File: config.mk
export PLATFORM = sky130hd
export DESIGN_NAME = uart_echo_responder
export DESIGN_NICKNAME = d
export VERILOG_FILES = /design/src/rtl/uart_pkg.sv /design/src/rtl/uart_byte_fifo.sv /design/src/rtl/uart_echo_responder.sv
export SDC_FILE = /design/constraint.sdc
export NUM_CORES = 1
export LEC_CHECK = 0
export CAP_MARGIN = 5
export CELL_PAD_IN_SITES_DETAIL_PLACEMENT = 1
export CELL_PAD_IN_SITES_GLOBAL_PLACEMENT = 1
export CORE_UTILIZATION = 52
export CTS_BUF_LIST = sky130_fd_sc_hd__clkbuf_8
export DETAILED_ROUTE_END_ITERATION = 8
export GPL_TIMING_DRIVEN = 0
export PLACE_DENSITY_LB_ADDON = 0.1
export SKIP_CTS_REPAIR_TIMING = 1
export SYNTH_ARGS = -nofsm -noshare
export SYNTH_HDL_FRONTEND = slang
export SYNTH_HIERARCHICAL = 1
export SYNTH_SLANG_ARGS = --single-unit
File: constraint.sdc
create_clock -name clk -period 7 [get_ports clk]
set_input_delay 0.7 -clock clk [delete_from_list [all_inputs] [get_ports clk]]
set_output_delay 0.7 -clock clk [all_outputs]
set_load 0.01 [all_outputs]
File: src/rtl/uart_pkg.sv
// Shared definitions for the UART echo responder.
// Parity encodings, FSM states and the parity rule.
package uart_pkg;

   localparam logic [1:0] PAR_NONE = 2'b00;
   localparam logic [1:0] PAR_ODD  = 2'b01;
   localparam logic [1:0] PAR_EVEN = 2'b10;

   typedef enum logic [1:0] {
      ST_IDLE       = 2'd0,
      ST_LOAD       = 2'd1,
      ST_WAIT_START = 2'd2,
      ST_WAIT_DONE  = 2'd3
   } echo_state_t;

   // Odd: total ones over data+bit must be odd.
   // Even: must be even. 00/11 accept everything.
   function automatic logic parity_ok(
      input logic [1:0] ptype,
      input logic [7:0] data,
      input logic       pbit
   );
      logic w_x;
      w_x = ^{data, pbit};
      if (ptype == PAR_ODD) begin
         return w_x;
      end else if (ptype == PAR_EVEN) begin
         return ~w_x;
      end else begin
         return 1'b1;
      end
   endfunction

endpackage

File: src/rtl/uart_byte_fifo.sv
// Small synchronous byte FIFO with occupancy count.
// Push into a full FIFO is only honoured with a same-cycle pop.
module uart_byte_fifo
   import uart_pkg::*;
#(
   parameter int DEPTH  = 8,
   parameter int ADDR_W = 3
) (
   input  logic              i_clk,
   input  logic              i_rst_n,
   input  logic              i_push,
   input  logic [7:0]        i_din,
   input  logic              i_pop,
   output logic [7:0]        o_head,
   output logic              o_full,
   output logic              o_empty,
   output logic [ADDR_W:0]   o_count
);

   logic [7:0]        r_mem [DEPTH];
   logic [ADDR_W-1:0] r_wr;
   logic [ADDR_W-1:0] r_rd;
   logic [ADDR_W:0]   r_count;
   logic              w_push;
   logic              w_pop;

   assign o_full  = (r_count == (ADDR_W+1)'(DEPTH));
   assign o_empty = (r_count == '0);
   assign w_pop   = i_pop & ~o_empty;
   assign w_push  = i_push & (~o_full | w_pop);
   assign o_head  = r_mem[r_rd];
   assign o_count = r_count;

   // Storage write; contents need no reset
   always_ff @(posedge i_clk) begin
      if (w_push) begin
         r_mem[r_wr] <= i_din;
      end
   end

   // Pointers wrap mod DEPTH; count tracks push/pop
   always_ff @(posedge i_clk) begin
      if (!i_rst_n) begin
         r_wr    <= '0;
         r_rd    <= '0;
         r_count <= '0;
      end else begin
         if (w_push) begin
            r_wr <= r_wr + 1'b1;
         end
         if (w_pop) begin
            r_rd <= r_rd + 1'b1;
         end
         if (w_push && !w_pop) begin
            r_count <= r_count + 1'b1;
         end else if (w_pop && !w_push) begin
            r_count <= r_count - 1'b1;
         end
      end
   end

endmodule

File: src/rtl/uart_echo_responder.sv
// Far-end echo: captures RX bytes, checks parity, queues
// good bytes and relaunches them through the TX block.
module uart_echo_responder
   import uart_pkg::*;
#(
   parameter int DEPTH   = 8,
   parameter int ADDR_W  = 3,
   parameter int TIMEOUT = 200000,
   parameter int CNT_W   = 8
) (
   input  logic              clk,
   input  logic              reset,
   input  logic [1:0]        parity_type,
   input  logic [7:0]        rx_data,
   input  logic              rx_parity_bit,
   input  logic              rx_recieve_flag,
   input  logic              tx_sending,
   output logic              tx_enable,
   output logic [7:0]        tx_din,
   output logic [ADDR_W:0]   fifo_count,
   output logic [CNT_W-1:0]  overflow_cnt,
   output logic [CNT_W-1:0]  parity_err_cnt,
   output logic [CNT_W-1:0]  timeout_cnt,
   output logic              busy
);

   localparam int TW = $clog2(TIMEOUT + 1);

   echo_state_t      r_state;
   logic             r_flag_d;
   logic             r_loaded;
   logic             r_tx_en;
   logic [7:0]       r_tx_din;
   logic [TW-1:0]    r_wait;
   logic [CNT_W-1:0] r_ovf;
   logic [CNT_W-1:0] r_perr;
   logic [CNT_W-1:0] r_to;

   logic             w_capture;
   logic             w_par_good;
   logic             w_pop;
   logic             w_push;
   logic             w_ovf;
   logic             w_perr;
   logic             w_full;
   logic             w_empty;
   logic [7:0]       w_head;
   logic [ADDR_W:0]  w_count;

   assign w_capture  = rx_recieve_flag & ~r_flag_d;
   assign w_par_good = parity_ok(parity_type, rx_data,
                                 rx_parity_bit);
   assign w_pop      = (r_state == ST_WAIT_START)
                     & tx_sending & ~w_empty;
   assign w_push     = w_capture & w_par_good
                     & (~w_full | w_pop);
   assign w_ovf      = w_capture & w_par_good
                     & w_full & ~w_pop;
   assign w_perr     = w_capture & ~w_par_good;

   uart_byte_fifo #(
      .DEPTH  (DEPTH),
      .ADDR_W (ADDR_W)
   ) u_fifo (
      .i_clk   (clk),
      .i_rst_n (reset),
      .i_push  (w_push),
      .i_din   (rx_data),
      .i_pop   (w_pop),
      .o_head  (w_head),
      .o_full  (w_full),
      .o_empty (w_empty),
      .o_count (w_count)
   );

   // Flag history; resets high so a held flag is not a new byte
   always_ff @(posedge clk) begin
      if (!reset) begin
         r_flag_d <= 1'b1;
      end else begin
         r_flag_d <= rx_recieve_flag;
      end
   end

   // Saturating counts of dropped bytes
   always_ff @(posedge clk) begin
      if (!reset) begin
         r_ovf  <= '0;
         r_perr <= '0;
      end else begin
         if (w_ovf && (r_ovf != '1)) begin
            r_ovf <= r_ovf + 1'b1;
         end
         if (w_perr && (r_perr != '1)) begin
            r_perr <= r_perr + 1'b1;
         end
      end
   end

   // Launch FSM: load byte, request TX, wait start/finish
   always_ff @(posedge clk) begin
      if (!reset) begin
         r_state  <= ST_IDLE;
         r_loaded <= 1'b0;
         r_tx_en  <= 1'b0;
         r_tx_din <= '0;
         r_wait   <= '0;
         r_to     <= '0;
      end else begin
         unique case (r_state)
            ST_IDLE: begin
               if (!w_empty && !tx_sending) begin
                  r_loaded <= 1'b0;
                  r_state  <= ST_LOAD;
               end
            end
            ST_LOAD: begin
               if (!r_loaded) begin
                  r_tx_din <= w_head;
                  r_loaded <= 1'b1;
               end else begin
                  r_tx_en  <= 1'b1;
                  r_wait   <= '0;
                  r_state  <= ST_WAIT_START;
               end
            end
            ST_WAIT_START: begin
               if (tx_sending) begin
                  r_tx_en <= 1'b0;
                  r_state <= ST_WAIT_DONE;
               end else if (r_wait == TW'(TIMEOUT - 1)) begin
                  r_tx_en <= 1'b0;
                  if (r_to != '1) begin
                     r_to <= r_to + 1'b1;
                  end
                  r_state <= ST_IDLE;
               end else begin
                  r_wait <= r_wait + 1'b1;
               end
            end
            ST_WAIT_DONE: begin
               if (!tx_sending) begin
                  r_state <= ST_IDLE;
               end
            end
            default: begin
               r_state <= ST_IDLE;
            end
         endcase
      end
   end

   assign tx_enable      = r_tx_en;
   assign tx_din         = r_tx_din;
   assign fifo_count     = w_count;
   assign overflow_cnt   = r_ovf;
   assign parity_err_cnt = r_perr;
   assign timeout_cnt    = r_to;
   assign busy           = ~w_empty | (r_state != ST_IDLE);

endmodule

==> summary.md, run 1 <==
| Metric | Value |
|---|---|
| Vias post-DR | `4084` |
| CTS tree | `built` |
| Area of the multi-input gates | `roughly 0.0024 mm^2` |
| Timing-limited maximum frequency | `219.6 MHz` |
| Initial Utilization | `0.5338` |
| H-tree Lvls | `4` |
| Main flop type after synthesis | `dfxtp_1` |
| Sw Share | `0.2364` |
| Share of layout cells above drive strength 1 | `0.1197` |
| Input/output buffers | `52` |
| Clock-pin transition on the worst setup and hold timing paths | `about 70 ps` |
| Pre-antenna DRT Iters | `4` |
| Area Growth Syn to Fin | `19.12%` |
| Final setup violation count | `0` |
| Critical Path End Type | `flop` |
| # fillers | `1130` |
| Synth Cell Area | `0.005812 mm^2` |
| Die W | `107.7 um` |
| Clk root buf | `clkbuf_8` |
| Fin. max-slew vios | `0` |
| Post-Syn Instances | `479` |
| Post-synth ARST share | `0` |
| Clock Sinks | `between 100 and 150` |
| Critical Path Source Type | `input port` |
| Total GRT Usage | `0.2708` |
| Power per cell area | `226.2 mW/mm^2` |
| CP required | `7140 ps` |
| Clk_lat worst skew | `440 ps` |
| GP Congestion | `0.8063` |
| Final Cycle Share | `0.6505` |
| Post-route insts no fill | `708` |
| Power Internal | `1196 uW` |
| Nets | `580` |
| CTS max path bufs | `2` |
| Critical path class | `input port to flop` |
| Hold Crit Class | `flop to flop` |
| Antenna violations before repair | `0` |
| Max Cap Violations | `0` |
| Pleak | `0.002379 uW` |
| Reg area | `around 0.0033 mm^2` |
| Post-synthesis register bit count | `132` |
| CP cell instances | `clkdlybuf4s50_1 > xnor2_1 > xnor3_2 > xnor2_1 > mux2_4 > nor3_1 > o21ai_4 > inv_1 > nand2_1 > nor3_1 > buf_4` |
| Commonest non-fill, non-tap cell in the layout | `dfxtp_1` |
| Commonest cells after routing, fill and taps aside | `dfxtp_1, edfxtp_1, nor2_1` |
| Clock skew | `10.94 ps` |
| EDFF count, synth | `64` |
| Largest net degree at the start of global routing | `17` |
| Syn. warnings | `6` |
| Die area | `0.01160 mm^2` |
| Final min period | `4553 ps` |
| I/O pins | `53` |
| Vias in the first global route | `4308` |
| Hold Fails Final Rpt | `0` |
| Slew @ Worst Pin | `1163 ps` |
| Final WL | `about 15 mm` |
| Syn Nets | `504` |
| Syn Area/Cell | `12.13 um^2` |
| Num CTS Buffers | `17` |
| Post-DRT Antenna Nets | `0` |
| Floorplan Core Area | `0.01089 mm^2` |
| Cell total after placement | `676` |
| CP max stage cell | `nor3_1` |
| Row count | `38` |
| GRT overflow | `0` |
| Comb pwr share | `0.083` |
| RSZ-0062 raised after global routing | `false` |
| Wirelength per Cell | `20.60 um` |
| Die height | `107.7 um` |
| NetSw | `approximately 370 uW` |
| First-pass GRT wire length | `22.82 mm` |
| Max_slew headroom | `0.2143` |
| Status | `finished, final reports clean` |
| Seq pwr share | `0.531` |
| Crit Path Max Fanout | `9` |
| Synth cell types | `50` |
| Seq/Total Area, Yosys | `0.5649` |
| Setup TNS | `0 ps` |
| CP arrival | `around 4700 ps` |
| Residual DRC | `0` |
| Peak VDD IR | `0.0001149 V` |
| Vias per Instance | `5.768` |
| Ant. Diodes | `0` |
| Clock share of power | `0.386` |
| DP HPWL | `roughly 10 mm` |
| Critical path's largest stage delay | `760 ps` |
| Iter 0 DRT Violations | `240` |
## cell usage after synthesis, drive strengths merged, types with 2 or more instances
cell type / instances / share of area
dfxtp: 68 / 0.23
edfxtp: 64 / 0.33
nor2: 53 / 0.034
xnor2: 27 / 0.041
nand2: 25 / 0.016
a21oi: 21 / 0.018
mux2i: 20 / 0.034
nand3: 19 / 0.016
mux4: 16 / 0.062
nand2b: 13 / 0.014
clkbuf: 12 / 0.0077
nand4: 12 / 0.013
inv: 11 / 0.0071
and2: 9 / 0.0097
ha: 9 / 0.019
mux2: 9 / 0.018
xor2: 9 / 0.014
and3: 8 / 0.0086
o21ai: 8 / 0.0088
nor3: 7 / 0.0069
nor4: 7 / 0.0075
nor2b: 6 / 0.0065
o31ai: 6 / 0.0077
a211oi: 5 / 0.0065
buf: 5 / 0.0039
o2111ai: 5 / 0.0075
or4: 4 / 0.0052
a2111oi: 2 / 0.0030
a21boi: 2 / 0.0026
nor4bb: 2 / 0.0034
o211ai: 2 / 0.0026
xnor3: 2 / 0.0080
## cell families after synthesis
kind of cell | Yosys count | share of synthesized area
and+or+nand+nor | 170 | 0.1488
DFF | 132 | 0.5649
AOI/OAI and AO/OA | 55 | 0.06394
muxes | 45 | 0.1145
xor gates and xnor gates | 39 | 0.06631
buffers and inverters | 28 | 0.01873
adders and majority gates | 10 | 0.02282
## per-stage QoR
step	worst slack, ps	util	instance area, um^2	total power (uW)	hold slack (ps)
2_1_floorplan	3265	-	5812	920.3	461.6
3_3_place_gp	1833	0.5977	6507	966.7	474.1
3_5_place_dp	1959	0.6017	6551	976.5	478.5
4_1_cts	2376	0.6358	6923	1580	495.0
5_1_grt	2238	0.6358	6923	1620	511.6
6_report	2447	0.6358	6923	1566	495.0
## layer usage
layer / track usage / share of wire / vias up
met5: 0 / 0 / -
met1: 0.3165 / 0.41 / 2038
met4: 0.09100 / 0.021 / 0
met3: 0.06719 / 0.041 / 24
met2: 0.4826 / 0.52 / 97
li1: - / - / 1925
## power by group through the flow
stage | Combinational [uW] | Sequential, uW | Clock (uW)
after floorplan | 72.2 | 848 | 0
after global placement | 120 | 847 | 0
after detailed placement | 128 | 849 | 0
after CTS | 131 | 831 | 618
after global routing | 141 | 832 | 647
final | 130 | 831 | 605
## registers in the layout (all words and copies together), names as in the netlist, 2 cells and up, named ones only
signal,flops
u_fifo/r_wr,3
u_fifo/r_rd,3
timeout_cnt,8
parity_err_cnt,8
overflow_cnt,8
u_fifo/o_count,4
tx_din,8
r_state,2
u_fifo/r_mem,64
r_wait,18
## worst paths after layout
kind / from / to / slack [ps] / cells past startpoint
hold / removal: r_loaded / r_loaded / 500 / 2
hold reg to reg: r_loaded / r_loaded / 500 / 2
setup / recovery: rx_data[1] / u_fifo/r_mem[4][2] / 2450 / 11
setup reg to reg: u_fifo/o_count[0] / u_fifo/r_mem[4][2] / 2890 / 9
## critical path: cells and delay by family
| kind | cells | cell delay (ps) |
|---|---|---|
| and+or+nand+nor | 3 | 1280 |
| xor gates and xnor gates | 3 | 1100 |
| buffers and inverters | 3 | 1050 |
| muxes | 1 | 380 |
| AOI/OAI and AO/OA | 1 | 170 |
## final cells by class
class / instances / area share
inverter: 11 / 0.005964
clock inverter: 14 / 0.01789
buffer: 17 / 0.009760
multi-input combinational: 319 / 0.3504
tap: 140 / 0.02530
clock buffer: 18 / 0.03579
timing repair buffer: 57 / 0.08061
sequential: 132 / 0.4742
(Power assumes the default switching activity.)
==> run 2, diff against run 1 <==
--- a/config.mk
+++ b/config.mk
@@ -8,7 +8,7 @@
 export CAP_MARGIN = 5
 export CELL_PAD_IN_SITES_DETAIL_PLACEMENT = 1
 export CELL_PAD_IN_SITES_GLOBAL_PLACEMENT = 1
-export CORE_UTILIZATION = 52
+export CORE_UTILIZATION = 48
 export CTS_BUF_LIST = sky130_fd_sc_hd__clkbuf_8
 export DETAILED_ROUTE_END_ITERATION = 8
 export GPL_TIMING_DRIVEN = 0
==> constraint.sdc (replaced) <==
create_clock -name clk -period 4.7 [get_ports clk]
set_input_delay 0.47 -clock clk [delete_from_list [all_inputs] [get_ports clk]]
set_output_delay 0.47 -clock clk [all_outputs]
set_load 0.01 [all_outputs]
==> run 2 against run 1 <==
  * Critical path type unchanged
  * Sequential cell count stayed put
  * Wire length is 8.4% lower
  * Cell count is 0.28% higher
  * The flow now finishes with violations (DRC)
==> summary.md, run 2 (synthesized netlist as in run 1, its figures left out) <==
| Metric | Value |
|---|---|
| Top Family by Delay on Critical Path | `XOR/XNOR gates` |
| Critical path's largest stage delay | `600 ps (-160 ps)` |
| Post-DRT Antenna Nets | `0 (unchanged)` |
| Clock share of power | `0.398 (+0.012)` |
| Reg area | `0.003283 mm^2 (unchanged)` |
| Fin. max-slew vios | `0 (unchanged)` |
| Final Worst Setup Slack | `394.9 ps (-2052 ps)` |
| GP Congestion | `0.7601 (-5.7%)` |
| Critical Path Source Type | `input port` |
| Crit. path cell count | `15 (+4)` |
| Final setup violation count | `0 (unchanged)` |
| Antenna violations before repair | `0 (unchanged)` |
| Max Cap Violations | `0 (unchanged)` |
| Hold Path Stages | `2 (unchanged)` |
| I/O pins | `53 (unchanged)` |
| Num CTS Buffers | `17 (unchanged)` |
| Final Cycle Share | `0.9160` |
| Power per cell area | `341.2 mW/mm^2 (+51%)` |
| Pre-antenna DRT Iters | `7 (+3)` |
| Vias per Instance | `5.680 (-1.5%)` |
| Commonest non-fill, non-tap cell in the layout | `dfxtp_1` |
| H-tree Lvls | `4 (unchanged)` |
| GRT overflow | `0 (unchanged)` |
| CP cell instances | `clkdlybuf4s50_1 > xnor2_1 > xnor3_2 > xnor2_1 > mux2_4 > nor3_1 > o21ai_4 > inv_1 > ha_1 > inv_1 > ha_1 > a21oi_1 > a211oi_1 > a31oi_1 > mux2i_1` |
| Sw Share | `0.2485 (+0.01203)` |
| First-pass GRT wire length | `21.70 mm (-4.9%)` |
| Hold Crit Start | `overflow_cnt[6]` |
| Setup TNS | `0 ps (unchanged)` |
| Top reg by flops | `u_fifo/r_mem` |
| Worst path bufs/invs | `3 (unchanged)` |
| Power Internal | `1780 uW (+49%)` |
| Row count | `39 (+2.6%)` |
| CTS tree | `built` |
| Vias in the first global route | `4225 (-1.9%)` |
| Wirelength per Cell | `18.81 um (-8.7%)` |
| Clock skew | `11.29 ps (+0.3431 ps)` |
| Final WL | `13.35 mm (-8.4%)` |
| Iter 0 DRT Violations | `169 (-30%)` |
| Clk root buf | `clkbuf_8` |
| Pre-CTS setup slack | `14.21 ps (-1944 ps)` |
| CTS max path bufs | `2 (unchanged)` |
| Die height | `112.0 um (+4.0%)` |
| RSZ-0062 raised after global routing | `false` |
| Ant. Diodes | `0 (unchanged)` |
| RR Endpoint | `u_fifo/o_count[3]` |
| Status | `complete, but fails checks` |
| NetSw | `588.4 uW (+59%)` |
| Critical path class | `input port to flop` |
| Seq pwr share | `0.522 (-0.009)` |
| Commonest cells after routing, fill and taps aside | `dfxtp_1, edfxtp_1, nor2_1` |
| Share of layout cells above drive strength 1 | `0.1252 (+0.005502)` |
| Largest net degree at the start of global routing | `17 (unchanged)` |
| Worst r2r src | `u_fifo/o_count[0]` |
| Initial Utilization | `0.5004 (-0.03335)` |
| Final min period | `approximately 4300 ps` |
| Max reg flops | `64 (unchanged)` |
| Clk_lat worst skew | `450 ps (about the same)` |
| Floorplan Core Area | `0.01161 mm^2 (+6.7%)` |
| Clock Sinks | `132 (unchanged)` |
| CP max stage cell | `clkdlybuf4s50_1` |
| Area Growth Syn to Fin | `19.44%` |
| CP required | `5080 ps (-2060 ps)` |
| DP HPWL | `9.221 mm (-8.9%)` |
| Residual DRC | `2 (+2)` |
| R2r setup slk | `580 ps (-2310 ps)` |
| Die W | `112.0 um (+4.0%)` |
| Worst reg-to-reg path cell count | `13 (+4)` |
| Crit Path Max Fanout | `9 (unchanged)` |
| CP arrival | `4690 ps (about the same)` |
| Slew @ Worst Pin | `1154 ps (-8.951 ps)` |
| Worst hold slack | `489.5 ps (-5.479 ps)` |
| Util after Layout | `0.5977 (-0.03812)` |
| Failing checks | `DRC` |
| Hold Fails Final Rpt | `0 (unchanged)` |
| Critical Path End Type | `flop` |
| Comb pwr share | `0.080 (-0.003)` |
| Peak VDD IR | `0.0001730 V (+51%)` |
| Clock-pin transition on the worst setup and hold timing paths | `80 ps (about the same)` |
| Hold Crit Class | `flop to flop` |
| Max_slew headroom | `0.2203 (+0.006049)` |
| Nets | `579 (-0.17%)` |
| Largest regs | `u_fifo/r_mem (64), r_wait (18)` |
| Pleak | `0.002354 uW (-1.1%)` |
| # fillers | `1201 (+6.3%)` |
| Timing-limited maximum frequency | `232.3 MHz` |
| Die area | `0.01255 mm^2 (+8.2%)` |
| Area of the multi-input gates | `0.002431 mm^2 (+0.21%)` |
| Vias post-DR | `4033 (-1.2%)` |
| Total GRT Usage | `0.2299 (-0.04094)` |
| Hold Path End | `overflow_cnt[6]` |
| Input/output buffers | `52 (unchanged)` |
==> run 2: through the flow <==
step	instance area, um^2	power (uW)	cells
6_report	6942	2368	710
4_1_cts	6929	2390	709
3_5_place_dp	6540	1450	677
3_3_place_gp	6511	1442	674
5_1_grt	6942	2452	710
2_1_floorplan	5812	1371	479
==> run 2: power by group through the flow <==
stage	clock (uW)	sequential [uW]	combinational (uW)
3_5_place_dp	0	1260	187
4_1_cts	964	1240	190
3_3_place_gp	0	1260	180
6_report	943	1240	188
2_1_floorplan	0	1260	108
5_1_grt	1010	1240	205
==> run 2: metal layers <==
metal / share of wire / track usage / vias up
met2: 0.52 / 0.3913 / 73
met3: 0.035 / 0.06533 / 9
met5: 0 / 0 / -
li1: - / - / 1920
met4: 0.0092 / 0.06933 / 0
met1: 0.44 / 0.2852 / 2031
==> run 2: cell type report <==
class	instances	share of cell area
flip-flops and latches	132	0.4730
multi-input cells	319	0.3502
repair buffers	56	0.07931
clock buffers	17	0.03371
well taps	143	0.02578
clock inverters	15	0.02235
plain buffers	17	0.009733
inverters	11	0.005948
==> run 2: how the worst max path moves through the flow <==
stage,startpoint,endpoint,slack [ps]
final,rx_data[7],u_fifo/o_count[3],390
after global placement,rx_data[1],u_fifo/r_mem[0][5],-280
after floorplan,rx_data[1],u_fifo/o_count[3],1190
after detailed placement,rx_data[7],u_fifo/o_count[3],10
after CTS,rx_data[7],u_fifo/o_count[3],460
after global routing,rx_data[1],u_fifo/o_count[3],150
==> run 2: worst reg2reg max path: stages (launching register included) <==
cell      delay [ps]
dfxtp_1          510
nor4_1           180
nor4bb_1         990
nor2b_1          150
nor3_1           450
o21ai_4          180
inv_1            180
ha_1             180
inv_1            100
ha_1             330
a21oi_1          220
a211oi_1         120
a31oi_1          250
mux2i_1          210
==> run 3, diff against run 2 <==
--- a/config.mk
+++ b/config.mk
@@ -5,10 +5,11 @@
 export SDC_FILE = /design/constraint.sdc
 export NUM_CORES = 1
 export LEC_CHECK = 0
+export ABC_AREA = 1
 export CAP_MARGIN = 5
 export CELL_PAD_IN_SITES_DETAIL_PLACEMENT = 1
 export CELL_PAD_IN_SITES_GLOBAL_PLACEMENT = 1
-export CORE_UTILIZATION = 48
+export CORE_UTILIZATION = 46
 export CTS_BUF_LIST = sky130_fd_sc_hd__clkbuf_8
 export DETAILED_ROUTE_END_ITERATION = 8
 export GPL_TIMING_DRIVEN = 0
@@ -16,5 +17,4 @@
 export SKIP_CTS_REPAIR_TIMING = 1
 export SYNTH_ARGS = -nofsm -noshare
 export SYNTH_HDL_FRONTEND = slang
-export SYNTH_HIERARCHICAL = 1
 export SYNTH_SLANG_ARGS = --single-unit
==> run 3 against run 2 <==
  * The run now ends clean
  * Sequential cell count fell by 3
  * Largest cell class unchanged
  * Wire length rose by 19%
  * Via count rose by 23%
==> summary.md, run 3 <==
| Metric | Value |
|---|---|
| Status | `finished, final reports clean` |
| Antenna violations before repair | `0 (unchanged)` |
| Clock skew | `11.36 ps (+0.07580 ps)` |
| Share of layout cells above drive strength 1 | `0.07510 (-0.05012)` |
| Syn Area/Cell | `8.990 um^2 (-26%)` |
| Hold Path End | `tx_din[5]` |
| Pleak | `0.002501 uW (+6.2%)` |
| Worst r2r src | `r_state[1]` |
| Max_slew headroom | `0.3558 (+0.1354)` |
| Yosys top cell area share | `0.3162 (-0.01443)` |
| EDFF count, synth | `64 (unchanged)` |
| Total GRT Usage | `0.2533 (+0.02345)` |
| Hold Path Stages | `2 (unchanged)` |
| CP arrival | `3850 ps (-840 ps)` |
| Slew @ Worst Pin | `962.8 ps (-191.0 ps)` |
| Synth cell types | `41 (-18%)` |
| CTS tree | `built` |
| Timing-limited maximum frequency | `285.5 MHz (+23%)` |
| Max Cap Violations | `0 (unchanged)` |
| Area Growth Syn to Fin | `17.56%` |
| Post-DRT Antenna Nets | `0 (unchanged)` |
| Worst reg-to-reg path cell count | `17 (+4)` |
| Hold Fails Final Rpt | `0 (unchanged)` |
| Final Cycle Share | `0.7452 (-0.1708)` |
| Nets | `771 (+33%)` |
| Placed cell areas | `0.006803 mm^2 (+4.0%)` |
| RSZ-0062 raised after global routing | `false` |
| Power per cell area | `361.2 mW/mm^2 (+5.9%)` |
| Die W | `116.9 um (+4.4%)` |
| Residual DRC | `0 (-2)` |
| CP required | `5050 ps (-30 ps)` |
| Syn. warnings | `0 (-6)` |
| Top reg by flops | `u_fifo.r_mem` |
| I/O pins | `53 (unchanged)` |
| Hold Crit Start | `tx_din[5]` |
| Critical Path End Type | `flop` |
| Main combinational cell family by area after synthesis | `simple AND/OR/NAND/NOR gates` |
| Post-synthesis register bit count | `129 (-2.3%)` |
| Peak VDD IR | `0.0001203 V (-30%)` |
| Crit Path Max Fanout | `9 (unchanged)` |
| Post-synthesis mux area share | `0.02306 (-0.09147)` |
| Row count | `41 (+5.1%)` |
| Clk root buf | `clkbuf_8` |
| Main flop type after synthesis | `dfxtp_1` |
| CP max stage cell | `clkdlybuf4s50_1` |
| Max reg flops | `64 (unchanged)` |
| Post-Synth Adder-Cell Area | `0.02182 (-0.0009961)` |
| Ant. Diodes | `0 (unchanged)` |
| Setup TNS | `0 ps (unchanged)` |
| Synth cell count leaders | `nand2_1, nor2_1, dfxtp_1` |
| Post-route insts no fill | `931 (+31%)` |
| Commonest cells after routing, fill and taps aside | `nand2_1, nor2_1, dfxtp_1` |
| GRT overflow | `0 (unchanged)` |
| Largest regs | `u_fifo.r_mem (64), r_wait (18)` |
| H-tree Lvls | `4 (unchanged)` |
| Simple-Gate Fraction of Synth Area | `0.2306 (+0.08183)` |
| Post-synth top area cell | `edfxtp_1` |
| Post-synth ARST share | `0 (unchanged)` |
| Pre-antenna DRT Iters | `5 (-2)` |
| Die area | `0.01368 mm^2 (+8.9%)` |
| Final min period | `3503 ps (-802.6 ps)` |
| DP HPWL | `11.50 mm (+25%)` |
| Final WL | `15.91 mm (+19%)` |
| Synth Cell Area | `0.006077 mm^2 (+4.6%)` |
| Floorplan Core Area | `0.01277 mm^2 (+10%)` |
| Critical path's most frequent cell | `nand2_1` |
| Post-synthesis compound-gate area fraction | `0.1034 (+0.03942)` |
| Commonest non-fill, non-tap cell in the layout | `nand2_1` |
| Critical Path Source Type | `input port` |
| Iter 0 DRT Violations | `242 (+43%)` |
| Critical path's largest stage delay | `650 ps (+50 ps)` |
| Syn Nets | `701 (+39%)` |
| Clock-pin transition on the worst setup and hold timing paths | `70 ps (about the same)` |
| Post-route cell area | `0.007144 mm^2 (+2.9%)` |
| Largest net degree at the start of global routing | `17 (unchanged)` |
| Final setup violation count | `0 (unchanged)` |
| First-pass GRT wire length | `25.43 mm (+17%)` |
| XOR/XNOR Fraction of Synth Area | `0.03603 (-0.03028)` |
| Top-count cell post-synth | `nand2_1` |
| Cell total after placement | `899 (+33%)` |
| Clk_lat worst skew | `460 ps (about the same)` |
| CTS max path bufs | `2 (unchanged)` |
| Hold Crit Class | `flop to flop` |
| GP Congestion | `0.8709 (+15%)` |
| Vias in the first global route | `5047 (+19%)` |
| Util after Layout | `0.5593 (-0.03841)` |
| Fin. max-slew vios | `0 (unchanged)` |
| Initial Utilization | `0.4758 (-0.02467)` |
| Num CTS Buffers | `17 (unchanged)` |
| Input/output buffers | `51 (-1.9%)` |
| Vias post-DR | `4966 (+23%)` |
| Wirelength per Cell | `17.09 um (-9.1%)` |
| CP cell instances | `clkdlybuf4s50_1 > xor2_1 > nand3_1 > nand2_1 > nand2_1 > nand3_1 > nand3_2 > nor2_4 > ha_1 > inv_1 > ha_1 > and3_1 > a211oi_1 > nor2_1 > nor2_1 > nand2_1 > o21ai_0 > a21oi_1` |
| Largest cells by area after synthesis | `edfxtp_1, dfxtp_1, nand2_1` |
| Critical path class | `input port to flop` |
| RR Endpoint | `u_fifo.o_count[3]` |
| Die height | `116.9 um (+4.4%)` |
| R2r setup slk | `1640 ps (+1060 ps)` |
| Post-Syn Instances | `676 (+41%)` |
| Vias per Instance | `5.334 (-6.1%)` |
| Clock Sinks | `129 (-2.3%)` |
| Seq/Total Area, Yosys | `0.5304 (-0.03454)` |
## run 3: cell types whose count changed after synthesis, sizes merged, moves of 8 or more
cell,previous run,this run
and2,9,0
o21ai,8,35
mux4,16,0
a21oi,21,55
inv,11,62
o221ai,0,14
nand3,19,50
nor2,53,92
xnor2,27,8
xor2,9,17
nand2b,13,0
mux2,9,0
nand2,25,136
## run 3: area by class of cell
type | count | area [um^2]
plain buffers | 18 | 87.58
clock buffers | 17 | 234.0
clock inverters | 15 | 107.6
fillers | 1501 | 5629
inverters | 64 | 245.2
multi-input cells | 465 | 2521
flip-flops and latches | 129 | 3223
well taps | 172 | 215.2
repair buffers | 51 | 510.5
## run 3: worst max path at each step
stage,start,to,slack (ps),depth (start not counted)
after floorplan,rx_parity_bit,u_fifo.o_count[3],2010,21
after global placement,rx_data[6],u_fifo.o_count[3],870,18
after detailed placement,rx_data[6],u_fifo.o_count[3],740,18
after CTS,rx_data[6],u_fifo.o_count[3],1230,18
after global routing,rx_data[6],u_fifo.o_count[3],830,20
final,rx_data[6],u_fifo.o_count[3],1200,18
## run 3: cells by family after synthesis
logic type	after synthesis
and+or+nand+nor	305
adders and majority gates	10
xor gates and xnor gates	25
AOI/OAI and AO/OA	111
muxes	14
DFF	129
buffers and inverters	82
## run 3: through the flow
| stage | hold slack, ps | setup slack (ps) | total power, uW |
|---|---|---|---|
| final | 465.9 | 1197 | 2581 |
| after global routing | 481.5 | 835.0 | 2700 |
| after CTS | 468.9 | 1227 | 2605 |
| after detailed placement | 458.5 | 744.9 | 1773 |
| after global placement | 453.3 | 874.2 | 1753 |
| after floorplan | 469.2 | 2008 | 1580 |
## run 3: power by group
| part | internal (uW) | leakage [uW] | total (uW) | switching, uW |
|---|---|---|---|---|
| combinational | 176 | 0.00122 | 488 | 312 |
| clock | 403 | 0.000180 | 838 | 434 |
| sequential | 1220 | 0.00110 | 1250 | 36.7 |
## run 3: worst max-delay path: cells and delay by family
family                     cells  cell delay (ps)
buffers and inverters          2              750
adders and majority gates      2              540
and+or+nand+nor               10             1270
AOI/OAI and AO/OA              3              430
xor gates and xnor gates       1              380
## run 3: per-layer routing
| metal | up-vias | GRT usage | wire [um] |
|---|---|---|---|
| li1 | 2433 | - | - |
| met1 | 2411 | 0.3190 | 7114 |
| met2 | 97 | 0.4245 | 7711 |
| met3 | 25 | 0.05922 | 790 |
| met4 | 0 | 0.09620 | 297 |
| met5 | - | 0 | 0 |
